[src/rtl/hall_sequence_generator.sv]
// ============================================================================
// Module   : hall_sequence_generator
// Purpose  : Emits a legal six-step HALL code sequence at a commanded direction,
//            step period and step count. Optional macro: HALL_SEQ_FAULT_INJECT_EN
//            (adds fault_inject / fault_code override of hall_values).
// Encodings: cmd_direction 2'b00=DIR_NONE, 2'b01=DIR_CW, 2'b10=DIR_CCW
//            (2'b11 is treated as DIR_NONE). hall_values = {C,B,A}.
// Revision : 1.0  initial release
// ============================================================================
`default_nettype none

module hall_sequence_generator #(
    parameter int COUNTER_WIDTH = 32,
    parameter int INIT_SECTOR   = 0
) (
    input  logic                     clk,
    input  logic                     reset,
    input  logic                     cmd_valid,
    output logic                     cmd_ready,
    input  logic [1:0]               cmd_direction,
    input  logic [COUNTER_WIDTH-1:0] cmd_step_ticks,
    input  logic [COUNTER_WIDTH-1:0] cmd_steps,
    input  logic                     stop,
`ifdef HALL_SEQ_FAULT_INJECT_EN
    input  logic                     fault_inject,
    input  logic [2:0]               fault_code,
`endif
    output logic [2:0]               hall_values,
    output logic [2:0]               sector,
    output logic [COUNTER_WIDTH-1:0] position,
    output logic                     step_strobe,
    output logic                     busy,
    output logic                     done
);

    localparam logic [1:0] c_dir_cw  = 2'b01;
    localparam logic [1:0] c_dir_ccw = 2'b10;

    localparam logic [0:0] c_st_idle = 1'b0;
    localparam logic [0:0] c_st_run  = 1'b1;

    localparam logic [2:0]               c_init_sector = 3'(INIT_SECTOR);
    localparam logic [COUNTER_WIDTH-1:0] c_one         = COUNTER_WIDTH'(1);

    // Sector to HALL code: 0=AC 1=A 2=AB 3=B 4=BC 5=C (one bit changes per step)
    function automatic logic [2:0] f_hall(input logic [2:0] s);
        case (s)
            3'd0:    return 3'b101;
            3'd1:    return 3'b001;
            3'd2:    return 3'b011;
            3'd3:    return 3'b010;
            3'd4:    return 3'b110;
            default: return 3'b100;
        endcase
    endfunction

    function automatic logic [2:0] f_sector_step(input logic [2:0] s, input logic cw);
        if (cw) begin
            return (s == 3'd5) ? 3'd0 : s + 3'd1;
        end
        return (s == 3'd0) ? 3'd5 : s - 3'd1;
    endfunction

    logic [0:0]               r_state,     w_state_next;
    logic [COUNTER_WIDTH-1:0] r_period,    w_period_next;
    logic [COUNTER_WIDTH-1:0] r_remaining, w_remaining_next;
    logic [COUNTER_WIDTH-1:0] r_ticks,     w_ticks_next;
    logic                     r_dir_cw,    w_dir_cw_next;
    logic                     r_last,      w_last_next;
    logic [2:0]               r_sector,    w_sector_next;
    logic [COUNTER_WIDTH-1:0] r_position,  w_position_next;
    logic [2:0]               r_hall,      w_hall_next;
    logic                     r_strobe,    w_strobe_next;
    logic                     r_done,      w_done_next;
    logic [COUNTER_WIDTH-1:0] w_cmd_period;

    assign w_cmd_period = (cmd_step_ticks == '0) ? c_one : cmd_step_ticks;

    always_ff @(posedge clk) begin
        if (reset) begin
            r_state     <= c_st_idle;
            r_period    <= c_one;
            r_remaining <= '0;
            r_ticks     <= '0;
            r_dir_cw    <= 1'b0;
            r_last      <= 1'b0;
            r_sector    <= c_init_sector;
            r_position  <= '0;
            r_hall      <= f_hall(c_init_sector);
            r_strobe    <= 1'b0;
            r_done      <= 1'b0;
        end else begin
            r_state     <= w_state_next;
            r_period    <= w_period_next;
            r_remaining <= w_remaining_next;
            r_ticks     <= w_ticks_next;
            r_dir_cw    <= w_dir_cw_next;
            r_last      <= w_last_next;
            r_sector    <= w_sector_next;
            r_position  <= w_position_next;
            r_hall      <= w_hall_next;
            r_strobe    <= w_strobe_next;
            r_done      <= w_done_next;
        end
    end

    always_comb begin
        w_state_next     = r_state;
        w_period_next    = r_period;
        w_remaining_next = r_remaining;
        w_ticks_next     = r_ticks;
        w_dir_cw_next    = r_dir_cw;
        w_last_next      = r_last;
        w_sector_next    = r_sector;
        w_position_next  = r_position;
        w_strobe_next    = 1'b0;
        w_done_next      = 1'b0;

        case (r_state)
            c_st_idle: begin
                if (cmd_valid) begin
                    if ((cmd_direction == c_dir_cw) || (cmd_direction == c_dir_ccw)) begin
                        w_state_next     = c_st_run;
                        w_period_next    = w_cmd_period;
                        w_remaining_next = cmd_steps;
                        w_ticks_next     = '0;
                        w_dir_cw_next    = (cmd_direction == c_dir_cw);
                        w_last_next      = 1'b0;
                    end else begin
                        w_done_next = 1'b1;
                    end
                end
            end
            default: begin
                // stop wins over both a due step and the completion cycle
                if (stop) begin
                    w_state_next = c_st_idle;
                end else if (r_last) begin
                    w_state_next = c_st_idle;
                    w_done_next  = 1'b1;
                end else if (r_ticks == (r_period - c_one)) begin
                    w_ticks_next    = '0;
                    w_sector_next   = f_sector_step(r_sector, r_dir_cw);
                    w_position_next = r_dir_cw ? (r_position + c_one) : (r_position - c_one);
                    w_strobe_next   = 1'b1;
                    w_last_next     = (r_remaining == c_one);
                    // remaining of zero marks a continuous run and is never decremented
                    if (r_remaining != '0) begin
                        w_remaining_next = r_remaining - c_one;
                    end
                end else begin
                    w_ticks_next = r_ticks + c_one;
                end
            end
        endcase
    end

`ifdef HALL_SEQ_FAULT_INJECT_EN
    assign w_hall_next = fault_inject ? fault_code : f_hall(w_sector_next);
`else
    assign w_hall_next = f_hall(w_sector_next);
`endif

    assign cmd_ready   = (r_state == c_st_idle);
    assign busy        = (r_state == c_st_run);
    assign hall_values = r_hall;
    assign sector      = r_sector;
    assign position    = r_position;
    assign step_strobe = r_strobe;
    assign done        = r_done;

endmodule

`default_nettype wire

[config.mk]
export PLATFORM = sky130hd
export DESIGN_NAME = hall_sequence_generator
export DESIGN_NICKNAME = d
export VERILOG_FILES = /design/src/rtl/hall_sequence_generator.sv
export SDC_FILE = /design/constraint.sdc
export NUM_CORES = 1
export LEC_CHECK = 0
export ABC_AREA = 1
export BUFFER_PORTS_ARGS = -buffer_cell sky130_fd_sc_hd__buf_2
export CAP_MARGIN = 20
export CORE_ASPECT_RATIO = 1.5
export CORE_MARGIN = 3
export CORE_UTILIZATION = 40
export CTS_CLUSTER_DIAMETER = 50
export DETAILED_ROUTE_END_ITERATION = 8
export GPL_ROUTABILITY_DRIVEN = 0
export GPL_TIMING_DRIVEN = 0
export HOLD_SLACK_MARGIN = 0.03
export PLACE_DENSITY = 0.62
export SLEW_MARGIN = 5
export SYNTH_ARGS = -nofsm -noshare
export SYNTH_HDL_FRONTEND = slang
export SYNTH_SLANG_ARGS = --single-unit
[constraint.sdc]
create_clock -name clk -period 3.1 [get_ports clk]
set_input_delay 0 -clock clk [delete_from_list [all_inputs] [get_ports clk]]
set_output_delay 0 -clock clk [all_outputs]
set_load 0.02 [all_outputs]
==> flow_summary.toml <==
[min_path]
worstHoldStart = "reset"
hold_path_class = "primary input to flop"

[synthesis]
synthArstFlopShare_pct = 0
synth.cell_area_um2 = 10220
synth.area.top_cells = "dfxtp_1 27%, nand2_1 13%, nor2_1 11%"
synth_largest_area_cell = "dfxtp_1"
yosys_warnings = 0
synth_fp_nets = 1748
avgSynthCellArea_um2 = 6.229
synth-seq-cells = 139
synth_cell_types = 49
synth.top_cell.area_share_pct = 27.22
synth-edff-count = 0
synth_flop_cell = "dfxtp_1"
syn_inst = 1641
ys_seq_area_share_pct = 27.22

[clock_tree]
cts_made_buffers = 17
cts_tree = "yes"
clk_pin_slew_worst_paths_ns = 0.06
h-tree-depth = 4
cts.sinks = 139
cts-root-buf = "clkbuf_16"
clockBufferDepth = 2
clk_latency_ns = 0.43

[sta]
timing_hold_violations_final = 0
tightest_slew_ns = 0.7078
fin_skew_ns = 0.01265
fin_crit_sh_pct = 94.85
slew_violations = 0
relSlewSlack_pct = 52.81
clock.fmax_mhz = 340.1
min_period_ns = 2.940
whs_ns = 0.1100
setup_viol = 0

[critical_path]
crit_path_start = "r_dir_cw"
ff2ff_setup_slack_ns = 0.16
critical_path_class = "flop to flop"
crit_fanout = 20
endpoint_kind = "flop"
timing.rr.start = "r_dir_cw"
arrival_ns = 3.25
crit_path_start_kind = "flop"
crit_required_ns = 3.41

[drt]
drc = 0
routed_wl_um = 32650
drtIter0Drc = 633
drtAntennaViolNets = 0
via_count = 11200
drtPass1Iterations = 5
vias_per_cell = 5.122
routedWlPerCell_um = 14.94

[finish]
multi_input_area_um2 = 6487
finish.utilization_pct = 49.97
n_antenna_cell = 0
synthToLayoutAreaGrowth_pct = 22.89
final_cell_mix = "349 x nand2_1, 292 x nor2_1, 199 x inv_1"
final_common_cell = "nand2_1"
nNetsFinal = 1952
nFillCells = 2625
regArea_um2 = 2783
drive_gt1_share_pct = 11.73

[floorplanning]
core_region_area_um2 = 25140
die_w_um = 136.5
pin_count = 112
die_h_um = 201.8
dieArea_um2 = 27550
rows = 71
initial_core_util_pct = 40.66

[grt]
overflow = 0
grt_max_degree = 21
grt_pass1_wl_um = 52410
first_global_vias = 10870
grt_util_all_layers_pct = 23.76
antenna_found_initial = 0

[placement]
hpwl_um = 25410
port_buffers = 110

[power_and_ir_drop]
powerDensity_nw_per_um2 = 437.2
p_comb_share_pct = 27.2
p_leak_nw = 6.215
peakVddDrop_mv = 0.3563
power.switching_mw = 1.928
seqPwrFrac_pct = 36.3
p_int_mw = 3.564
sw_frac_of_total_pct = 35.11
clock_power_share_pct = 36.6

[flow_run]
max_cap_violations = 0

[status]
outcome = "completed"
-- metal layers --
metal | vias up | routed length, µm | GRT usage, %
li1 | 5722 | - | -
met1 | 5066 | 12860 | 26.09
met2 | 311 | 16640 | 43.32
met3 | 98 | 1421 | 3.312
met4 | 0 | 1727 | 12.57
met5 | - | 0 | 0
-- cell usage after synthesis (3+ instances only) --
master,n
a211oi_1,3
a21o_1,6
a21oi_1,94
a31oi_1,6
buf_1,6
buf_2,9
buf_6,4
clkbuf_1,24
dfxtp_1,139
ha_1,36
inv_1,201
inv_2,4
mux2i_1,6
nand2_1,349
nand2_2,8
nand3_1,97
nand3_2,3
nand3b_1,6
nand4_1,54
nor2_1,295
nor2_2,11
nor3_1,26
nor4_1,7
o21ai_0,102
o21ai_1,5
o21ai_2,11
o21bai_1,8
o22ai_1,4
o31ai_1,3
xnor2_1,33
xor2_1,58
-- worst max-delay path, stage by stage (launching register included) --
cell and delay (ns):
dfxtp_1 0.45, clkinvlp_4 0.19, buf_16 0.19, ha_1 0.39, nand2_1 0.13, nor2_1 0.24
nand3_1 0.11, o21ai_1 0.41, a21boi_0 0.23, o21ai_0 0.26, xnor2_1 0.15, a21oi_1 0.08
-- sequential cells by signal, summed over array words and instances (netlist names) --
name,count
position,32
r_period,32
r_remaining,32
r_ticks,32
hall_values,3
sector,3
busy,1
done,1
r_dir_cw,1
r_last,1
step_strobe,1
-- final cells by class --
class                      count  share of cell area (%)
timing repair buffer         185                   10.36
sequential                   139                   22.15
buffer                        44                   1.833
inverter                     206                   6.185
clock buffer                  20                   3.635
clock inverter                12                  0.9263
multi-input combinational   1252                   51.64
tap                          328                   3.267
-- what timing repair did --
| item | 4_1_cts | 5_1_grt |
|---|---|---|
| pin swaps | 2 | 2 |
| setup endpoints to repair | 41 | 93 |
| hold buffers | 67 | 0 |
| setup buffers | 2 | 5 |
| gates resized for setup | 5 | 14 |
| endpoints found under the hold margin | 66 | 0 |
-- power by group through the flow --
| stage | registers [mW] | logic, mW | clock network (mW) |
|---|---|---|---|
| after global routing | 2.00 | 1.70 | 2.11 |
| after global placement | 2.03 | 1.37 | 0 |
| after floorplan | 1.99 | 1.05 | 0 |
| final | 1.99 | 1.49 | 2.01 |
| after CTS | 1.99 | 1.47 | 2.04 |
| after detailed placement | 2.03 | 1.39 | 0 |
-- cells by family (layout without fill, tap and decap cells) --
kind of cell	after synthesis	count (layout)	share of synthesized area, %
adders and majority gates	37	37	4.602
muxes	6	6	0.5875
and+or+nand+nor	865	865	36.43
xor gates and xnor gates	91	91	7.797
AOI/OAI and AO/OA	253	253	13.75
DFF	139	139	27.22
buffers and inverters	250	467	9.620
-- worst paths after layout --
check            endpoint  cells after the start
min reg2reg  position[14]                      2
max          position[23]                     11
max reg2reg  position[23]                     11
min           step_strobe                      2
-- metrics by stage --
step | std cells | instance area (µm²) | power, mW | worst slack (ns) | TNS (ns)
floorplan | 1641 | 10220 | 3.043 | 0.4404 | 0
global route | 2186 | 12560 | 5.812 | -0.01413 | -0.01413
finish | 2186 | 12560 | 5.492 | 0.1597 | 0
CTS | 2181 | 12480 | 5.499 | 0.0002929 | 0
detailed placement | 2080 | 11210 | 3.420 | -0.1347 | -1.576
global placement | 2079 | 11180 | 3.397 | -0.3652 | -2.357
(Power assumes the default switching activity.)
